## config.mk

```make
export PLATFORM = sky130hd
export DESIGN_NAME = matrix8x8_scan_reader
export DESIGN_NICKNAME = d
export VERILOG_FILES = /design/src/rtl/matrix8x8_scan_reader.sv
export SDC_FILE = /design/constraint.sdc
export NUM_CORES = 1
export LEC_CHECK = 0
export CAP_MARGIN = 20
export CORE_ASPECT_RATIO = 0.7
export CORE_MARGIN = 10
export CORE_UTILIZATION = 55
export CTS_CLUSTER_SIZE = 14
export DETAILED_ROUTE_END_ITERATION = 16
export PLACE_DENSITY = 0.82
export SETUP_SLACK_MARGIN = 0.15
export SLEW_MARGIN = 20
export SYNTH_ARGS = -nofsm -noshare
export SYNTH_HDL_FRONTEND = slang
export SYNTH_SLANG_ARGS = --single-unit
```

## constraint.sdc

```tcl
create_clock -name clk -period 8.6 [get_ports clk]
set_input_delay 0.86 -clock clk [delete_from_list [all_inputs] [get_ports clk]]
set_output_delay 0.86 -clock clk [all_outputs]
set_load 0.02 [all_outputs]
```

## src/rtl/matrix8x8_scan_reader.sv

```systemverilog
// 8x8 key matrix scanner: walks the row select, debounces each row's column
// returns and reports every changed key as a press/release event.
module matrix8x8_scan_reader #(
  parameter int SCAN_DIV = 8192,
  parameter int DEBOUNCE = 4
) (
  input  logic        clk,
  input  logic        reset,
  input  logic [7:0]  colin,
  output logic [2:0]  scanout,
  output logic [63:0] keymap,
  output logic        key_valid,
  output logic [5:0]  key_code,
  output logic        key_press,
  output logic        frame_done
);

  localparam int DIV_W = (SCAN_DIV > 1) ? $clog2(SCAN_DIV) : 1;
  localparam logic [DIV_W-1:0] DIV_LAST = DIV_W'(SCAN_DIV - 1);
  localparam logic [2:0] CNT_MAX = 3'(DEBOUNCE - 1);

  typedef enum logic {
    ST_IDLE,
    ST_REPORT
  } state_t;

  logic [7:0]       col_meta_reg;
  logic [7:0]       sync_col;
  logic [DIV_W-1:0] div_cnt_reg;
  logic [2:0]       scan_reg;
  logic             sample_tick;
  logic [7:0]       sample;
  logic [7:0]       row_commit;
  logic             commit;
  logic [7:0]       cur_diff;

  state_t     state_reg, state_next;
  logic [7:0] diff_reg, diff_next;
  logic [2:0] row_reg, row_next;
  logic [7:0] val_reg, val_next;
  logic [2:0] low_col;

  // Column returns are asynchronous to clk; two flops before any use.
  always_ff @(posedge clk or posedge reset) begin
    if (reset) begin
      col_meta_reg <= 8'hFF;
      sync_col     <= 8'hFF;
    end else begin
      col_meta_reg <= colin;
      sync_col     <= col_meta_reg;
    end
  end

  assign sample_tick = (div_cnt_reg == DIV_LAST);
  assign sample      = ~sync_col;

  always_ff @(posedge clk or posedge reset) begin
    if (reset) begin
      div_cnt_reg <= '0;
      scan_reg    <= 3'd0;
    end else if (sample_tick) begin
      div_cnt_reg <= '0;
      scan_reg    <= scan_reg + 3'd1;
    end else begin
      div_cnt_reg <= div_cnt_reg + 1'b1;
    end
  end

  assign scanout    = scan_reg;
  assign frame_done = sample_tick && (scan_reg == 3'd7);

  genvar gi;
  generate
    for (gi = 0; gi < 8; gi++) begin : g_row
      logic [7:0] raw_prev_reg;
      logic [2:0] stab_cnt_reg;
      logic [7:0] keymap_row_reg;
      logic       row_sel;
      logic       same;
      logic [2:0] cnt_next;

      assign row_sel  = sample_tick && (scan_reg == 3'(gi));
      assign same     = (sample == raw_prev_reg);
      // A differing sample restarts the run; identical samples saturate.
      assign cnt_next = !same ? 3'd0 :
                        (stab_cnt_reg == CNT_MAX) ? CNT_MAX : stab_cnt_reg + 3'd1;
      assign row_commit[gi] = row_sel && same && (cnt_next == CNT_MAX);
      assign keymap[gi*8 +: 8] = keymap_row_reg;

      always_ff @(posedge clk or posedge reset) begin
        if (reset) begin
          raw_prev_reg   <= 8'd0;
          stab_cnt_reg   <= 3'd0;
          keymap_row_reg <= 8'd0;
        end else if (row_sel) begin
          raw_prev_reg <= sample;
          stab_cnt_reg <= cnt_next;
          if (row_commit[gi]) begin
            keymap_row_reg <= sample;
          end
        end
      end
    end
  endgenerate

  assign commit   = |row_commit;
  assign cur_diff = sample ^ keymap[{scan_reg, 3'b000} +: 8];

  always_comb begin
    low_col = 3'd0;
    for (int i = 7; i >= 0; i--) begin
      if (diff_reg[i]) begin
        low_col = 3'(i);
      end
    end
  end

  always_ff @(posedge clk or posedge reset) begin
    if (reset) begin
      state_reg <= ST_IDLE;
      diff_reg  <= 8'd0;
      row_reg   <= 3'd0;
      val_reg   <= 8'd0;
    end else begin
      state_reg <= state_next;
      diff_reg  <= diff_next;
      row_reg   <= row_next;
      val_reg   <= val_next;
    end
  end

  always_comb begin
    state_next = state_reg;
    diff_next  = diff_reg;
    row_next   = row_reg;
    val_next   = val_reg;
    key_valid  = 1'b0;
    key_code   = 6'd0;
    key_press  = 1'b0;
    case (state_reg)
      ST_IDLE: begin
        state_next = ST_IDLE;
      end
      ST_REPORT: begin
        key_valid = 1'b1;
        key_code  = {row_reg, low_col};
        key_press = val_reg[low_col];
        diff_next = diff_reg & (diff_reg - 8'd1);
        if (diff_next == 8'd0) begin
          state_next = ST_IDLE;
        end
      end
      default: begin
        state_next = ST_IDLE;
      end
    endcase
    // Reporting always drains well before the next sample, so a new commit
    // simply reloads the event set.
    if (commit && (cur_diff != 8'd0)) begin
      state_next = ST_REPORT;
      diff_next  = cur_diff;
      row_next   = scan_reg;
      val_next   = sample;
    end
  end

endmodule

```

==> key figures <==
STA
  – Min Tclk post-route: 4.10 ns
  – Setup TNS: 0 ns
  – Clk_skew: roughly 0.014 ns
  – RSZ-0062 raised after global routing: false
  – Final setup viols: 0
  – Worst-Margin Slew: ~0.97 ns
  – Relative slew slack: 0.352
  – Fin crit share: 0.476
  – Slew Limit Fails: 0
  – Hold Vio Cnt, Final: 0
  – Achievable Freq: around 240 MHz

Detailed routing
  – DRT Pass-1 Iters: 5
  – Routed WL: about 23000 µm
  – Wire length on met1: between 10000 and 15000 µm
  – Routed WL per cell: roughly 19 µm
  – Iteration-0 DRC Markers: around 730
  – Routed met2 length: 10500 µm
  – Via density: approximately 5.7
  – Via count: 6959
  – Routed wl met3: 2100 µm
  – Highest metal used: met4
  – Final ANT Viol Nets: 0
  – Residual DRC: 0

Floorplanning
  – Core region area: between 0.015 and 0.02 mm²
  – Die W: 177 µm
  – Site row count: 40
  – DIE HEIGHT: between 100 and 150 µm
  – Die area: 0.0230 mm²
  – Starting Density: 0.557
  – Io pins: 86

Logic synthesis
  – Share of the synthesized area in the top cell type: 0.495
  – Post-synthesis sequential area ratio: 0.540
  – Main area contributors after synthesis: dfrtp_1 (50%), o21ai_0 (8.7%), xor2_1 (6.5%), nand2_1 (6.2%), dfstp_2 (4.4%)
  – Synth Instances: approximately 900
  – Unique cell type count in the Yosys netlist: 52
  – Synth area leader: dfrtp_1
  – Netlist Area Pre-Place: 0.00950 mm²
  – Mean post-synth cell area: about 10 µm²
  – Register bit count reported by yosys: about 200
  – Syn_nets: around 950
  – Ys Warns: 0

Global routing
  – GRT Overall Usage: 0.205
  – Initial antenna violation count: 0
  – Number of global-route vias before repair: approximately 7000
  – Gr ovfl total: 0
  – Pin count of the biggest net entering global routing: 121
  – First-pass GRT wire length: around 38000 µm

CTS
  – Post-CTS Hold Buffers: 0
  – Postcts setup bufs: 0
  – CTS sink cnt: slightly above 200
  – Total CTS buffers: 20
  – Post-CTS sizing: 0
  – H-tree Lvls: 1
  – Root Buffer: clkbuf_16
  – Deepest clock path buffer count: 3
  – Clk Latency, worst-skew pair: roughly 0.51 ns
  – TritonCTS clock tree: done
  – Clock transition at path regs: 0.06 ns

Critical path
  – CP max stage delay: 0.98 ns
  – Crit end category: output pin
  – CP max-delay cell: dfrtp_1
  – Startpoint types: flop
  – Worst-path cell chain: ha_1 -> ha_1 -> inv_1 -> nor4_1 -> clkdlybuf4s50_1
  – Critical path class: flop to output pin
  – Worst-path maximum fanout: 21
  – Critical Path RT: just under 8 ns
  – R2R cell count: 8
  – Critical R2R Launch: scanout[1]
  – CP Capture Point: frame_done
  – Reg2Reg Setup Slack: about 4.6 ns
  – Worst Setup SP: scanout[1]
  – CP Depth: 5
  – Top Family by Delay on Critical Path: flip-flops
  – Buffers & Inverters on Critical Path: 2
  – Critical path's most frequent cell: ha_1
  – WP data arrival: 3.24 ns
  – Reg-to-reg critical path endpoint: row_reg[0]

Power and ir drop
  – Power Dens Cells: approximately 170 mW/mm²
  – Leak Pwr: ~4.9 nW
  – Worst vdd ir: around 0.16 mV

Layout
  – Diodes inserted: 0
  – Most frequent cells in the layout: dfrtp_1 (188), o21ai_0 (165), nand2_1 (158)
  – Commonest non-fill, non-tap cell in the layout: dfrtp_1
  – Post-route non-filler standard cell count: 1214
  – Fin area: 0.0111 mm²
  – Area growth, synth to finish: 16.9%
  – Layout cell share with drive strength beyond 1: 0.0865
  – Final #Nets: between 900 and 1000

Placement
  – Placed Instances: around 1200
  – Placement Cell Area: ~0.010 mm²
  – HPWL after DPL: ~15000 µm
  – Port-buffer cells: 85
  – Gp weighted congestion: just under 0.9

Hold path
  – Min-delay src: col_meta_reg[2]
  – Hold crit path type: flop to flop

Flow run
  – Maxcap violations: 0

Run status
  – Status: completed
cells in the mapped netlist, drive strengths merged:
cell / number
dfrtp: 188
o21ai: 165
nand2: 158
xor2: 71
clkbuf: 44
inv: 33
nor2: 26
nand4: 21
mux2i: 19
buf: 18
dfstp: 16
mux4: 16
ha: 15
nor2b: 13
a21oi: 12
xnor2: 12
nor3: 11
o21a: 9
nand3: 8
or4: 7
a31oi: 6
mux2: 6
o2bb2ai: 6
and2: 5
nand2b: 4
or3: 4
a21boi: 3
and3: 3
nor4: 3
or4b: 3
o211ai: 2
o21bai: 2
a211oi: 1
a22o: 1
a2bb2oi: 1
a31o: 1
a41oi: 1
and4: 1
maj3: 1
nand3b: 1
nor4bb: 1
o22ai: 1
or2: 1
worst min-delay path by stage:
stage,end,slack [ns],cells past startpoint
detailed placement,sync_col[7],0.35,0
global placement,sync_col[4],0.35,0
floorplan,sync_col[0],0.35,0
global route,sync_col[4],0.36,0
CTS,sync_col[4],0.36,0
finish,sync_col[2],0.36,0
area by class of cell:
cell class,count,area [µm²]
inverter,33,131
clock inverter,7,96.3
multi-input combinational,621,3990
clock buffer,29,584
sequential,204,5120
tap,231,289
fill,1289,5960
timing repair buffer,89,885
stage by stage:
stage	worst slack, ns	util	power, mW	hold WS (ns)
after global placement	4.61	0.610	1.05	0.347
after global routing	4.33	0.651	1.99	0.357
final	4.50	0.651	1.93	0.355
after floorplan	2.20	-	1.03	0.345
after detailed placement	4.46	0.610	1.05	0.347
after CTS	4.42	0.650	1.95	0.356
layer usage:
metal	global-route usage	vias to the layer above
li1	-	3228
met1	0.285	3408
met2	0.318	283
met3	0.0514	40
met4	0.0478	0
met5	0	-
report_power, final:
group          total (mW)  leakage [nW]  switching [mW]  internal (mW)
Combinational      0.0385          1.78          0.0262         0.0123
Sequential          0.991          2.78          0.0236          0.967
Clock               0.905         0.338           0.371          0.534
Total                1.93          4.90           0.421           1.51
worst reg2reg max path, cell delays in order, from the launching register on:
cell and delay, ns:
dfrtp_1 0.98, inv_1 0.20, ha_1 0.24, inv_1 0.06
or4_1 0.53, nand3b_1 0.56, nand4_1 0.30, o21bai_4 0.62
mux2_4 0.36
kinds of logic after synthesis:
group | share of synthesized area
buffers and inverters | 0.0410
multiplexers | 0.0670
AO/OA/AOI/OAI | 0.121
adder cells (fa/ha/maj) | 0.0208
AND/OR/NAND/NOR | 0.134
XOR/XNOR | 0.0765
flip-flops | 0.540
No activity file was read; power rests on OpenSTA's default activity.
